### src/rtl/alu_req_arbiter.sv
// Round-robin arbiter that shares one combinational 4-bit ALU between two requesters.
// It latches the winning operation, holds it on the ALU, samples the outcome and returns it.
module alu_req_arbiter #(
  parameter int unsigned SETTLE_CYCLES = 1,
  parameter logic [3:0]  IDLE_OPCODE   = 4'hF
) (
  input  logic       i_clk,
  input  logic       i_rst_n,
  input  logic [1:0] i_req_valid,
  output logic [1:0] o_req_ready,
  input  logic [3:0] i_req0_opcode,
  input  logic [3:0] i_req0_a,
  input  logic [3:0] i_req0_b,
  input  logic [3:0] i_req1_opcode,
  input  logic [3:0] i_req1_a,
  input  logic [3:0] i_req1_b,
  output logic [3:0] o_alu_opcode,
  output logic [3:0] o_alu_a,
  output logic [3:0] o_alu_b,
  input  logic [7:0] i_alu_result,
  input  logic       i_alu_gt,
  input  logic       i_alu_st,
  input  logic       i_alu_eq,
  input  logic       i_alu_ovf,
  input  logic       i_alu_done,
  output logic       o_rsp_valid,
  input  logic       i_rsp_ready,
  output logic       o_rsp_id,
  output logic [7:0] o_rsp_result,
  output logic       o_rsp_gt,
  output logic       o_rsp_st,
  output logic       o_rsp_eq,
  output logic       o_rsp_ovf,
  output logic       o_rsp_err,
  output logic       o_busy
);

  typedef enum logic [1:0] {StIdle, StExec, StResp} state_e;

  localparam logic [3:0] CntLast = 4'(SETTLE_CYCLES - 1);

  state_e     r_state;
  logic       r_rr_ptr;
  logic [3:0] r_cnt;
  logic       r_id;
  logic [3:0] r_alu_opcode;
  logic [3:0] r_alu_a;
  logic [3:0] r_alu_b;
  logic       r_rsp_valid;
  logic       r_rsp_id;
  logic [7:0] r_rsp_result;
  logic       r_rsp_gt;
  logic       r_rsp_st;
  logic       r_rsp_eq;
  logic       r_rsp_ovf;
  logic       r_rsp_err;

  logic       w_grant;
  logic       w_grant_id;
  logic [3:0] w_sel_opcode;
  logic [3:0] w_sel_a;
  logic [3:0] w_sel_b;
  logic       w_is_cmp;
  logic       w_is_arith;

  always_comb begin
    // Contention goes to the round-robin pointer; otherwise the lone requester wins.
    w_grant_id   = (i_req_valid == 2'b11) ? r_rr_ptr : i_req_valid[1];
    w_grant      = (r_state == StIdle) && (|i_req_valid);
    o_req_ready  = 2'b00;
    if (w_grant) o_req_ready = w_grant_id ? 2'b10 : 2'b01;
    w_sel_opcode = w_grant_id ? i_req1_opcode : i_req0_opcode;
    w_sel_a      = w_grant_id ? i_req1_a : i_req0_a;
    w_sel_b      = w_grant_id ? i_req1_b : i_req0_b;
    w_is_cmp     = (r_alu_opcode >= 4'd3) && (r_alu_opcode <= 4'd5);
    w_is_arith   = (r_alu_opcode >= 4'd6) && (r_alu_opcode <= 4'd9);
  end

  always_ff @(posedge i_clk or negedge i_rst_n) begin
    if (!i_rst_n) begin
      r_state      <= StIdle;
      r_rr_ptr     <= 1'b0;
      r_cnt        <= 4'd0;
      r_id         <= 1'b0;
      r_alu_opcode <= IDLE_OPCODE;
      r_alu_a      <= 4'd0;
      r_alu_b      <= 4'd0;
      r_rsp_valid  <= 1'b0;
      r_rsp_id     <= 1'b0;
      r_rsp_result <= 8'd0;
      r_rsp_gt     <= 1'b0;
      r_rsp_st     <= 1'b0;
      r_rsp_eq     <= 1'b0;
      r_rsp_ovf    <= 1'b0;
      r_rsp_err    <= 1'b0;
    end else begin
      unique case (r_state)
        StIdle: begin
          if (w_grant) begin
            r_alu_opcode <= w_sel_opcode;
            r_alu_a      <= w_sel_a;
            r_alu_b      <= w_sel_b;
            r_id         <= w_grant_id;
            r_rr_ptr     <= ~w_grant_id;
            r_cnt        <= 4'd0;
            r_state      <= StExec;
          end
        end
        StExec: begin
          r_cnt <= r_cnt + 4'd1;
          if (r_cnt == CntLast) begin
            // Flags and overflow are only meaningful for their own opcode classes.
            r_rsp_valid  <= 1'b1;
            r_rsp_id     <= r_id;
            r_rsp_result <= i_alu_done ? i_alu_result : 8'd0;
            r_rsp_err    <= ~i_alu_done;
            r_rsp_ovf    <= w_is_arith & i_alu_ovf;
            r_rsp_gt     <= w_is_cmp & i_alu_gt;
            r_rsp_st     <= w_is_cmp & i_alu_st;
            r_rsp_eq     <= w_is_cmp & i_alu_eq;
            r_state      <= StResp;
          end
        end
        StResp: begin
          if (i_rsp_ready) begin
            r_rsp_valid  <= 1'b0;
            r_alu_opcode <= IDLE_OPCODE;
            r_alu_a      <= 4'd0;
            r_alu_b      <= 4'd0;
            r_state      <= StIdle;
          end
        end
        default: r_state <= StIdle;
      endcase
    end
  end

  assign o_alu_opcode = r_alu_opcode;
  assign o_alu_a      = r_alu_a;
  assign o_alu_b      = r_alu_b;
  assign o_rsp_valid  = r_rsp_valid;
  assign o_rsp_id     = r_rsp_id;
  assign o_rsp_result = r_rsp_result;
  assign o_rsp_gt     = r_rsp_gt;
  assign o_rsp_st     = r_rsp_st;
  assign o_rsp_eq     = r_rsp_eq;
  assign o_rsp_ovf    = r_rsp_ovf;
  assign o_rsp_err    = r_rsp_err;
  assign o_busy       = (r_state != StIdle);

endmodule

### config.mk
export PLATFORM = sky130hd
export DESIGN_NAME = alu_req_arbiter
export DESIGN_NICKNAME = d
export VERILOG_FILES = /design/src/rtl/alu_req_arbiter.sv
export SDC_FILE = /design/constraint.sdc
export NUM_CORES = 1
export LEC_CHECK = 0
export CAP_MARGIN = 20
export CORE_MARGIN = 2
export CORE_UTILIZATION = 35
export CTS_CLUSTER_SIZE = 20
export DETAILED_ROUTE_END_ITERATION = 10
export DONT_BUFFER_PORTS = 1
export PLACE_DENSITY_LB_ADDON = 0.1
export SYNTH_ARGS = -nofsm -noshare
export SYNTH_HDL_FRONTEND = slang
export SYNTH_SLANG_ARGS = --single-unit
### constraint.sdc
create_clock -name i_clk -period 1.7 [get_ports i_clk]
set_input_delay 0.17 -clock i_clk [delete_from_list [all_inputs] [get_ports i_clk]]
set_output_delay 0.17 -clock i_clk [all_outputs]
set_load 0.03 [all_outputs]
## Word-level counts from Yosys, hierarchy flattened

Index checks and enable logic that the tools add are counted.
Widths: inputs -> output; s select.

- Word-level logic and storage cells: 72
- Bits of input ports: 42
- Output and inout bits: 30
- Bits in registers: 35

- Bitwise operators: 6
- $add $sub $neg: 1
- Multiplexer cells: 24
- Eq/ne operators: 6
- $lt $le $gt $ge: 4
- Reduce and logical (&&, ||, !) cells: 16

Operator list:

| kind | count |
|---|---|
| $mux 4 | 9 |
| $pmux 4 s2 | 4 |
| $mux 2 | 5 |
| $reduce_and 3->1 | 3 |
| $mux 8 | 1 |
| $reduce_bool 2->1 | 4 |
| $ne 2x2->1 const B | 3 |
| $pmux 2 s3 | 1 |
| $reduce_and 2->1 | 3 |
| $add 4x1->4 const B | 1 |
| $and 1x1->1 | 4 |
| $eq 2x2->1 const B | 2 |
| $ge 4x2->1 const B | 1 |
| $ge 4x3->1 const B | 1 |
| $le 4x3->1 const B | 1 |
| $le 4x4->1 const B | 1 |
| $logic_not 4->1 | 1 |
| $logic_and 1x1->1 | 3 |
| $mux 1 | 3 |
| $eq 2x1->1 const B | 1 |
| $logic_not 2->1 | 1 |
| $not 1->1 | 2 |
| $pmux 1 s2 | 1 |
| $reduce_or 2->1 | 1 |

## Logic depth before layout (Yosys ltp)

- Depth after elaboration: 5
- Mapped depth: 7
- Mapped depth without buffers: 6

## Worst setup path before layout

No wires, ideal clock.

- Path type: register -> register
- Start: register r_state[1]
- End: register r_rr_ptr
- Clock period less this slack: 1,550 ps
- Path buffers: 0
- Required time: 1,564 ps
- Arrival: 1,414 ps
- Stages on the path, launching flop included: 5
- Setup slack: 150 ps
- Cells stage by stage: dfrtp_1 -> or2_4 -> or2_4 -> nor2_2 -> nor2_1

- Cells in the longest elaborated chain, start to end: 3

RTL lines:

| item | RTL line | text |
|---|---|---|
| from (decl) | 42 | `state_e r_state;` |
| from (signal assigned) | 81 | `r_state <= StIdle;` |
| from (signal assigned) | 106 | `r_state <= StExec;` |
| from (signal assigned) | 121 | `r_state <= StResp;` |
| $logic_not 2->1 * | 69, 97 |  |
| $logic_and 1x1->1 | 69 | `w_grant = (r_state == StIdle) && (\|i_req_valid);` |
| $reduce_and 2->1 (no source line) * | - |  |
| to (signal assigned) | 104 | `r_rr_ptr <= ~w_grant_id;` |
| to (decl) | 43 | `logic r_rr_ptr;` |

Mark *: on every way between the ends. The rest lies on a longest branch, timed or not.
A chain may end at the register's enable or synchronous reset.

## Worst setup path in the final report

- Start: register r_state[1]
- End: output o_req_ready[1]

- Cells in the longest elaborated chain, start to end: 3

RTL lines:

| item | RTL line | text |
|---|---|---|
| $logic_not 2->1 | 69 |  |
| $logic_and 1x1->1 | 69 |  |
| $mux 2 | 71 | `if (w_grant) o_req_ready = w_grant_id ? 2'b10 : 2'b01;` |
| to (decl) | 10 | `output logic [1:0] o_req_ready,` |

Every way passes these cells.

==> flow_metrics.tcl <==
set metrics [dict create \
    status "finished clean" \
    antenna_found_initial 0 \
    post-dp-hpwl_microns 2583 \
    syn-cell-area_sq_mm 0.001644 \
    min_period_over_period_pct 99.21 \
    place.gp.congestion 0.7070 \
    fp.dieW_microns 72.54 \
    finalSetupTns_ns 0 \
    grt_pass1_vias 1264 \
    clk_pin_slew_ns 0.07 \
    cp-start-kind "register" \
    grt_start_max_net_pins 36 \
    diodes 0 \
    synth_area_per_cell_sq_um 10.28 \
    critical_path_buf_inv_count 1 \
    crit_type "reg -> out" \
    drt-pass1-iter-count 4 \
    power_density_mw_per_mm2 2123 \
    intPower_mw 2.109 \
    seqPwrFrac_pct 52.3 \
    finalWirelength_microns 3608 \
    htreeDepth 2 \
    drt_iter0_drc 28 \
    via_count 1200 \
    grt_usage_pct 14.70 \
    p_sw_share_pct 48.08 \
    ir_drop_mv 0.6439 \
    hold_viol 0 \
    hp-class "in -> reg" \
    clockRootBuffer "clkbuf_8" \
    area_growth_pct 16.36 \
    power.leakage_nw 0.8997 \
    crit_family "simple AND/OR/NAND/NOR gates" \
    worst_ep_required_time_ns 1.53 \
    initial_core_util_pct 36.99 \
    final-setup-viol-count 0 \
    cp_common_cell "or2_4" \
    worst_pin_slew_ns 0.4837 \
    comb_power_share_pct 33.3 \
    cts_buffers 5 \
    fin_crit_ns 1.687 \
    post-route-util_pct 43.05 \
    critPathSlowestCell "dfrtp_1" \
    final_layout_size_suffix_gt1_share_pct 23.16 \
    crit_chain "or2_4 -> or2_4 -> nor2_4 -> buf_6" \
    ys_seq_area_share_pct 53.58 \
    finalPower_mw 4.062 \
    synth.largest_area_cell "dfrtp_1" \
    ys_ff_latch 35 \
    end_kind "output port" \
    cts_tree "done" \
    cts_buffer_depth 2 \
    fillers 443 \
    skew_ns 0.004443 \
    avgRoutedWirePerCell_microns 15.76 \
    rows 24 \
    io_pins 72 \
    synth_top_area_share_pct 47.18 \
    cp_max_fo 3 \
    clock_latency_ns 0.29 \
    grt_setup_unrepaired "true" \
    relSlewSlack_pct 67.56 \
    die_h_microns 72.54 \
    grt-ovfl-total 0 \
    synthTopCellsByArea "dfrtp_1, nand2_1, mux2i_1" \
    cap_violations 0 \
    core_sq_mm 0.004444 \
    drc 0 \
    synth.distinct_cells 35 \
    dieArea_sq_mm 0.005261 \
    cts_sinks 35 \
    avgViaCountPerCell 5.240 \
    arrival_ns 1.52 \
    port_buffers 0 \
    synthCells 160 \
    p_sw_mw 1.953 \
    syn_nets 204 \
    clock.fmax_ghz 0.5929 \
    drv_slew 0 \
    p_clk_share_pct 14.5 \
    nets 220 \
    slowest_delay_ns 0.39 \
    grt_pass1_wl_microns 5830 \
    ant_nets 0 \
    ys_warn_count 0 \
]
[worst register-to-register path, stage by stage, from the launching register on]
cell and delay (ns):
dfrtp_1 0.39, or2_4 0.32, or2_4 0.26, buf_4 0.15, buf_4 0.18, o21ai_2 0.14
[state kept, by name, summed over array words and instances, names as in the netlist]
register	cells
o_rsp_ovf	1
o_rsp_gt	1
o_alu_b	4
o_alu_opcode	4
r_id	1
r_state	2
o_rsp_id	1
o_alu_a	4
o_rsp_result	8
o_rsp_st	1
o_rsp_err	1
r_cnt	4
r_rr_ptr	1
o_rsp_valid	1
o_rsp_eq	1
[worst paths after layout]
kind,cells past startpoint,to,slack (ns),start
min in group asynchronous,2,o_rsp_result[3],0.35,i_rst_n
max,4,o_req_ready[1],0.01,r_state[1]
max reg2reg,5,o_alu_b[3],0.19,r_state[1]
max in group asynchronous,2,o_alu_opcode[0],1.10,i_rst_n
min reg2reg,1,r_id,0.52,r_id
min,2,o_rsp_result[1],0.02,i_alu_done
[power groups by stage]
stage | Combinational, mW | Sequential (mW) | Clock [mW]
3_5_place_dp | 1.28 | 2.15 | 0
5_1_grt | 1.52 | 2.18 | 0.645
4_1_cts | 1.36 | 2.13 | 0.610
6_report | 1.35 | 2.12 | 0.587
3_3_place_gp | 1.23 | 2.14 | 0
2_1_floorplan | 0.964 | 2.07 | 0
[cells by family after synthesis]
logic type      Yosys count  synth area share (%)
fa+ha+maj                 2                 1.522
buf+inv                  10                 3.728
compound gates           36                 14.16
xor+xnor                  1                0.5328
simple gates             62                 17.89
flops                    35                 53.58
mux                      14                 8.599
[cell usage in the layout (no fill, tap or decap), types with 2 or more instances in the layout]
cell           instances
o21ai_0               17
nand2b_1               3
clkbuf_8               5
o21ai_2                8
dfrtp_1               31
dlygate4sd3_1          3
nand3_1                3
nor2_1                 8
dfstp_2                4
ha_1                   2
buf_12                 3
or2_4                  2
mux2i_1               13
buf_4                  8
clkinv_2               3
nand2_1               35
a21oi_1                5
inv_1                  4
[cell type report]
cell class	instances	area, sq um	area share (%)
clock buffer	5	68.82	3.597
clock inverter	3	15.01	0.7848
timing repair buffer	15	161.4	8.437
sequential	35	880.8	46.04
multi-input combinational	115	706.9	36.95
tap	52	65.06	3.401
inverter	4	15.01	0.7848
[repair_timing]
action                     CTS  global route
pin swaps                    2             2
hold buffers                 4             0
setup endpoints to repair    1             1
resized for setup            2             0
buffers inserted             2             1
hold endpoints to repair    37             0
[synth_stat cells (all sizes together)]
library cell and instances:
nand2 36, dfrtp 31, o21ai 27, mux2i 13, nor2 10, buf 6
a21oi 5, dfstp 4, inv 4, nand3 4, nand2b 3, ha 2
nor3b 2, or2 2, a211o 1, a211oi 1, a21o 1, and2 1
and3b 1, mux2 1, nand4 1, nor2b 1, nor3 1, o31ai 1
xor2 1
[per-layer routing]
metal | routed length, microns | share of wire, % | GRT usage (%) | vias to the layer above
li1 | - | - | - | 573
met1 | 1475 | 41 | 15.79 | 565
met2 | 1748 | 48 | 25.96 | 57
met3 | 333 | 9.2 | 6.111 | 5
met4 | 50 | 1.4 | 4.938 | 0
met5 | 0 | 0 | 0 | -
[through the flow]
step / std cells / setup WS, ns / area (sq um) / hold slack [ns]
after global placement: 214 / 0.2081 / 1748 / -0.1245
after global routing: 229 / -0.03395 / 1913 / 0.01944
after detailed placement: 214 / 0.1936 / 1748 / -0.1248
after floorplan: 160 / 0.1496 / 1644 / -0.1256
final: 229 / 0.01348 / 1913 / 0.01904
after CTS: 228 / 0.002479 / 1906 / 0.01553
(Power assumes the default switching activity.)
